--- src/rtl/fft_output_ctrl.sv ---
// -----------------------------------------------------------------------------
// fft_output_ctrl
//
// Streams one 64-point FFT result frame from the result SRAM to a downstream
// ready/valid consumer. Reads are paced so that words already held plus words
// still in flight never exceed a 2-entry skid buffer. This allows one word per
// cycle with out_ready high, and lets the block stall without loss when
// out_ready is low. The SRAM can be walked in natural or bit-reversed address
// order. The order is chosen once per frame. out_index always counts in
// natural bin order.
//
// Ports
//   clk          system clock, rising-edge active
//   n_rst        asynchronous active-low reset
//   output_ena   level request: high streams one frame; low aborts or re-arms
//   bit_rev_en   selects bit-reversed SRAM addressing, latched at frame start
//   sram_rdata   SRAM read data {real[15:0], imag[15:0]}, one cycle after ren
//   out_ready    downstream ready
//   sram_ren     SRAM read request
//   sram_raddr   SRAM read address
//   out_data     streamed result word (buffer head)
//   out_valid    out_data valid (buffer non-empty)
//   out_index    natural-order bin index of out_data
//   output_done  one-cycle pulse after the 64th SRAM word is captured
//   data_sent    one-cycle pulse after the 64th word is accepted downstream
// -----------------------------------------------------------------------------
module fft_output_ctrl (
  input  logic        clk,
  input  logic        n_rst,
  input  logic        output_ena,
  input  logic        bit_rev_en,
  input  logic [31:0] sram_rdata,
  input  logic        out_ready,
  output logic        sram_ren,
  output logic [5:0]  sram_raddr,
  output logic [31:0] out_data,
  output logic        out_valid,
  output logic [5:0]  out_index,
  output logic        output_done,
  output logic        data_sent
);

  typedef enum logic [2:0] {
    ST_IDLE  = 3'd0,
    ST_FETCH = 3'd1,
    ST_DRAIN = 3'd2,
    ST_DONE  = 3'd3,
    ST_HOLD  = 3'd4
  } state_t;

  state_t      state_r;
  state_t      state_nxt_s;

  logic [5:0]  rd_idx_r;
  logic [5:0]  out_idx_r;
  logic        rev_r;
  logic        inflight_r;
  logic        wr_ptr_r;
  logic        rd_ptr_r;
  logic [1:0]  occ_r;
  logic        done_r;
  logic [31:0] buf_r [2];

  logic        pop_s;
  logic        ren_s;
  logic [2:0]  room_s;
  logic        start_s;
  logic        abort_s;
  logic        flush_s;
  logic        last_rd_s;
  logic        last_pop_s;

  // Mirror a 6-bit index to obtain the bit-reversed SRAM address.
  function automatic logic [5:0] bit_rev6(input logic [5:0] idx);
    logic [5:0] r;
    for (int i = 0; i < 6; i++) begin
      r[i] = idx[5-i];
    end
    return r;
  endfunction

  // Handshake, read pacing and frame start/abort decode.
  always_comb begin
    pop_s  = (occ_r != 2'd0) && out_ready;
    // Words held plus the word in flight, less the one leaving this cycle.
    // A pop implies occ_r >= 1, so this cannot underflow.
    room_s = {1'b0, occ_r} + {2'b00, inflight_r} - {2'b00, pop_s};
    if (state_r == ST_FETCH) begin
      ren_s = (room_s < 3'd2);
    end else begin
      ren_s = 1'b0;
    end
    start_s    = (state_r == ST_IDLE) && output_ena;
    abort_s    = ((state_r == ST_FETCH) || (state_r == ST_DRAIN)) && !output_ena;
    flush_s    = start_s || abort_s;
    last_rd_s  = ren_s && (rd_idx_r == 6'd63);
    last_pop_s = pop_s && (out_idx_r == 6'd63);
  end

  // Next-state selection for the frame sequencer.
  always_comb begin
    state_nxt_s = state_r;
    case (state_r)
      ST_IDLE: begin
        if (output_ena) begin
          state_nxt_s = ST_FETCH;
        end else begin
          state_nxt_s = ST_IDLE;
        end
      end
      ST_FETCH: begin
        if (!output_ena) begin
          state_nxt_s = ST_IDLE;
        end else if (last_rd_s) begin
          state_nxt_s = ST_DRAIN;
        end else begin
          state_nxt_s = ST_FETCH;
        end
      end
      ST_DRAIN: begin
        if (!output_ena) begin
          state_nxt_s = ST_IDLE;
        end else if (last_pop_s) begin
          state_nxt_s = ST_DONE;
        end else begin
          state_nxt_s = ST_DRAIN;
        end
      end
      ST_DONE: begin
        state_nxt_s = ST_HOLD;
      end
      ST_HOLD: begin
        // Stay here until the request is withdrawn, so no second frame can
        // start while output_ena is still held high.
        if (!output_ena) begin
          state_nxt_s = ST_IDLE;
        end else begin
          state_nxt_s = ST_HOLD;
        end
      end
      default: begin
        state_nxt_s = ST_IDLE;
      end
    endcase
  end

  // Frame sequencer state register.
  always_ff @(posedge clk or negedge n_rst) begin
    if (!n_rst) begin
      state_r <= ST_IDLE;
    end else begin
      state_r <= state_nxt_s;
    end
  end

  // Read index, bin index, buffer occupancy and in-flight tracking.
  always_ff @(posedge clk or negedge n_rst) begin
    if (!n_rst) begin
      rd_idx_r   <= 6'd0;
      out_idx_r  <= 6'd0;
      rev_r      <= 1'b0;
      inflight_r <= 1'b0;
      wr_ptr_r   <= 1'b0;
      rd_ptr_r   <= 1'b0;
      occ_r      <= 2'd0;
    end else if (flush_s) begin
      // Start and abort both empty the buffer and drop any read still in
      // flight. Only a start also rewinds the counters and latches the order.
      inflight_r <= 1'b0;
      wr_ptr_r   <= 1'b0;
      rd_ptr_r   <= 1'b0;
      occ_r      <= 2'd0;
      if (start_s) begin
        rd_idx_r  <= 6'd0;
        out_idx_r <= 6'd0;
        rev_r     <= bit_rev_en;
      end else begin
        rd_idx_r  <= rd_idx_r;
        out_idx_r <= out_idx_r;
        rev_r     <= rev_r;
      end
    end else begin
      inflight_r <= ren_s;
      if (ren_s) begin
        rd_idx_r <= rd_idx_r + 6'd1;
      end
      if (inflight_r) begin
        wr_ptr_r <= ~wr_ptr_r;
      end
      if (pop_s) begin
        rd_ptr_r  <= ~rd_ptr_r;
        out_idx_r <= out_idx_r + 6'd1;
      end
      occ_r <= occ_r + {1'b0, inflight_r} - {1'b0, pop_s};
    end
  end

  // Two-entry skid buffer storage. Data arrives one cycle after the read.
  always_ff @(posedge clk or negedge n_rst) begin
    if (!n_rst) begin
      buf_r[0] <= 32'd0;
      buf_r[1] <= 32'd0;
    end else if (!flush_s && inflight_r) begin
      buf_r[wr_ptr_r] <= sram_rdata;
    end
  end

  // output_done pulse. In DRAIN, the only read in flight is the 64th.
  always_ff @(posedge clk or negedge n_rst) begin
    if (!n_rst) begin
      done_r <= 1'b0;
    end else begin
      done_r <= (state_r == ST_DRAIN) && inflight_r && !abort_s;
    end
  end

  assign sram_ren    = ren_s;
  assign sram_raddr  = rev_r ? bit_rev6(rd_idx_r) : rd_idx_r;
  assign out_valid   = (occ_r != 2'd0);
  assign out_data    = buf_r[rd_ptr_r];
  assign out_index   = out_idx_r;
  assign output_done = done_r;
  assign data_sent   = (state_r == ST_DONE);

endmodule

--- config.mk ---
export PLATFORM = sky130hd
export DESIGN_NAME = fft_output_ctrl
export DESIGN_NICKNAME = d
export VERILOG_FILES = /design/src/rtl/fft_output_ctrl.sv
export SDC_FILE = /design/constraint.sdc
export NUM_CORES = 1
export LEC_CHECK = 0
export BUFFER_PORTS_ARGS = -buffer_cell sky130_fd_sc_hd__buf_4
export CORE_ASPECT_RATIO = 0.75
export CORE_MARGIN = 1
export CORE_UTILIZATION = 50
export CTS_CLUSTER_DIAMETER = 80
export CTS_CLUSTER_SIZE = 16
export DETAILED_ROUTE_END_ITERATION = 16
export PLACE_DENSITY_LB_ADDON = 0.1
export SETUP_SLACK_MARGIN = 0.4
export SLEW_MARGIN = 20
export SYNTH_ARGS = -nofsm -noshare
export SYNTH_HDL_FRONTEND = slang
export SYNTH_SLANG_ARGS = --single-unit
--- constraint.sdc ---
create_clock -name clk -period 3 [get_ports clk]
set_input_delay 0 -clock clk [delete_from_list [all_inputs] [get_ports clk]]
set_output_delay 0 -clock clk [all_outputs]
set_load 0.05 [all_outputs]
==> metrics.cfg <==
[setup_path]
rrSetupSlack_ns=0.62
path_max_fanout=4
required_ns=3.00
critPathLaunchType=register
worst-setup-path-type=reg2out
cp_top_family=adder cells
end_kind=output port
crit_arrival_ns=2.44
reg2reg_depth=10
slowest_delay_ns=0.48
cp.buffers_inverters=2
cp.depth=8
critical-path-slowest-cell=dfrtp_2
path_cells=o21ai_4, mux2i_1, ha_1, inv_1, fa_1, nor2b_2, and4_1, buf_4

[clock_network]
clk_latency_ns=0.35
htreeDepth=3
numCtsBuffers=9
path_clk_slew_ns=0.08
clockRootBuffer=clkbuf_8
cts.path.max_buffers=2
cts_tree=built
cts_sinks=86

[die]
num_rows=28
die_area_sq_um=8672
chipWidth_microns=107.2
ios=85
core_area_sq_um=7953
die_height_microns=80.90
start_util=0.5219

[detailed_routing]
viasPerCell=5.143
drt.antenna.violating_nets=0
drt_wl_total_microns=8358
drt_iter0_markers=86
firstDrtPassIters=4
wire_per_inst_microns=15.92
drc_errors=0
vias=2700

[hold_path]
min_path_cells=4
hp-class=in2reg

[timing]
period_share=0.8132
finalHoldViolCount=0
holdWs_ns=0.03446
tns_ns=0
fmax_ghz=0.4099
slew-limit-headroom=0.4772
drv_slew=0
setup_viol=0
worstMarginPinSlew_ns=0.7842
clock_skew_ns=0.004451
layout_min_cycle_time_ns=2.440
rsz0062_at_grt=no

[pwr]
p_leak_nw=2.566
powerDensity_nw_per_um2=1097
ir_drop_mv=0.6824

[layout]
final_cell_area_sq_um=5464
finish.utilization=0.6871
final_nets=456
fillCellCount=573
areaGrowthSynthToFinish_pct=31.66
drive_gt1_frac=0.5286
antenna_cells=0

[place]
placed_cell_area_sq_um=4862
hpwl_microns=5369
gp_congestion=0.7519
port_buffers=84

[synth]
yosysSeqAreaShare=0.5185
synth_seq_cells=86
netlist_area_sq_um=4150
synth_warnings=0
ys_types=43
postSynthAreaPerCell_sq_um=14.31
synth_cells=290
syn_nets=331

[global_routing]
grt_pass1_vias=2631
grt-ovfl-total=0
grtUsageTotal=0.2046
grt_max_degree=87
antenna_found_initial=0
grt_pass1_wl_microns=13370

[run_status]
status=completed

[job]
maxCapViolCount=0

-- cells in the mapped netlist --
cell,number,share of area
nand2_1,5,0.0045
nor4b_2,1,0.0036
inv_1,6,0.0054
a31oi_1,1,0.0015
or3b_1,1,0.0021
fa_1,1,0.0048
nor2b_1,2,0.0030
xnor2_1,6,0.013
a21boi_0,1,0.0018
and4b_1,1,0.0024
o211a_4,1,0.0042
dfrtp_1,86,0.52
o211a_1,1,0.0024
xor2_1,1,0.0021
xor2_4,1,0.0066
a21oi_1,4,0.0048
nand3_1,4,0.0048
o21ai_0,6,0.0072
or3_1,1,0.0015
ha_1,3,0.0090
mux2_4,30,0.11
and3_1,4,0.0060
buf_12,3,0.014
a31o_2,2,0.0042
clkbuf_1,5,0.0045
or2_2,1,0.0015
buf_2,3,0.0036
a22o_1,1,0.0021
mux2_2,72,0.20
o21ai_1,1,0.0012
mux2i_1,2,0.0048
buf_6,3,0.0081
a21o_1,3,0.0054
and2b_1,1,0.0018
nor3b_1,3,0.0054
nand2b_1,1,0.0015
o41ai_1,1,0.0021
nor2_1,13,0.012
a211oi_1,3,0.0054
or4_1,1,0.0018
o31ai_1,1,0.0018
nand4_1,2,0.0030
and4_1,1,0.0021
-- final timing paths --
kind,start,to
worst max-delay path,occ_r[1]$_DFF_PN0_,sram_ren
worst min-delay path,out_ready,rd_ptr_r$_DFFE_PN0P_
worst max register to register,occ_r[1]$_DFF_PN0_,rd_idx_r[5]$_DFFE_PN0P_
worst min register to register,buf_r[8]$_DFFE_PN0P_,buf_r[8]$_DFFE_PN0P_
max in group asynchronous,n_rst,occ_r[0]$_DFF_PN0_
min in group asynchronous,n_rst,buf_r[62]$_DFFE_PN0P_
-- worst reg2reg max path: stages (launching register included) --
cell and delay [ns]:
dfrtp_2 0.46, o21ai_4 0.09, mux2i_1 0.13, ha_1 0.17, inv_1 0.05, fa_1 0.42
xnor2_2 0.24, nand4_1 0.13, buf_4 0.20, or3_1 0.34, o21ai_0 0.07
-- state kept, by name, summed over array words and instances (netlist names) --
signal and flops:
buf_r 64, inflight_r 1, rd_ptr_r 1, state_r 3, out_index 6, rd_idx_r 6, occ_r 2, wr_ptr_r 1
rev_r 1, output_done 1
-- cell families after synthesis --
group,Yosys count,share of synthesized area
multiplexers,104,0.3087
buffers and inverters,20,0.03618
flip-flops,86,0.5185
AO/OA/AOI/OAI,26,0.04432
XOR/XNOR,8,0.02141
adder cells (fa/ha/maj),4,0.01387
AND/OR/NAND/NOR,42,0.05698
-- routing by layer --
layer	track usage	part of all wire
met5	0	0
met3	0.06180	0.044
met1	0.2863	0.49
met4	0.06575	0.0054
met2	0.3058	0.46
-- area by class of cell --
cell class / instances / area, sq um / area share
clock inverter: 3 / 42.54 / 0.007786
tap: 105 / 131.4 / 0.02404
timing repair buffer: 128 / 1077 / 0.1972
sequential: 86 / 2155 / 0.3943
inverter: 6 / 22.52 / 0.004122
clock buffer: 13 / 158.9 / 0.02908
multi-input combinational: 184 / 1877 / 0.3435
-- power by group --
part | internal [W] | total [W] | leakage, nW | switching, W
clock network | 0.000430 | 0.000822 | 0.0996 | 0.000392
registers | 0.00164 | 0.00194 | 1.05 | 0.000301
logic | 0.00140 | 0.00323 | 1.42 | 0.00183
-- cell usage in the layout, fill, tap and decap left out, drive strengths merged, types with 2 or more instances in the layout --
cell type      n
a211oi         3
mux2i          2
o211a          2
a21o           3
and3           4
a21oi          4
inv            6
xnor2          6
ha             3
xor2           2
buf           93
nand2          5
nand4          2
nor3b          3
nand3          4
dlygate4sd3   35
nor2b          2
dfrtp         86
mux2         102
clkbuf        13
a31o           2
nor2          13
o21ai          7
-- per-stage QoR --
stage                     setup WS [ns]  instances  power, W
final                            0.5604        525  0.005993
after global routing             0.4153        525  0.006311
after CTS                        0.4397        522  0.005993
after detailed placement         0.4767        471  0.005097
after global placement           0.5901        471  0.005039
after floorplan                  0.4335        290  0.004292
-- what timing repair did --
| item | in CTS | in global routing |
|---|---|---|
| hold buffers | 35 | 0 |
| endpoints found under the hold margin | 152 | 0 |
| endpoints found under the setup margin | 1 | 6 |
| gates resized for setup | 1 | 5 |
| setup buffers | 0 | 3 |
| pin swaps | 0 | 2 |
(Power assumes the default switching activity.)
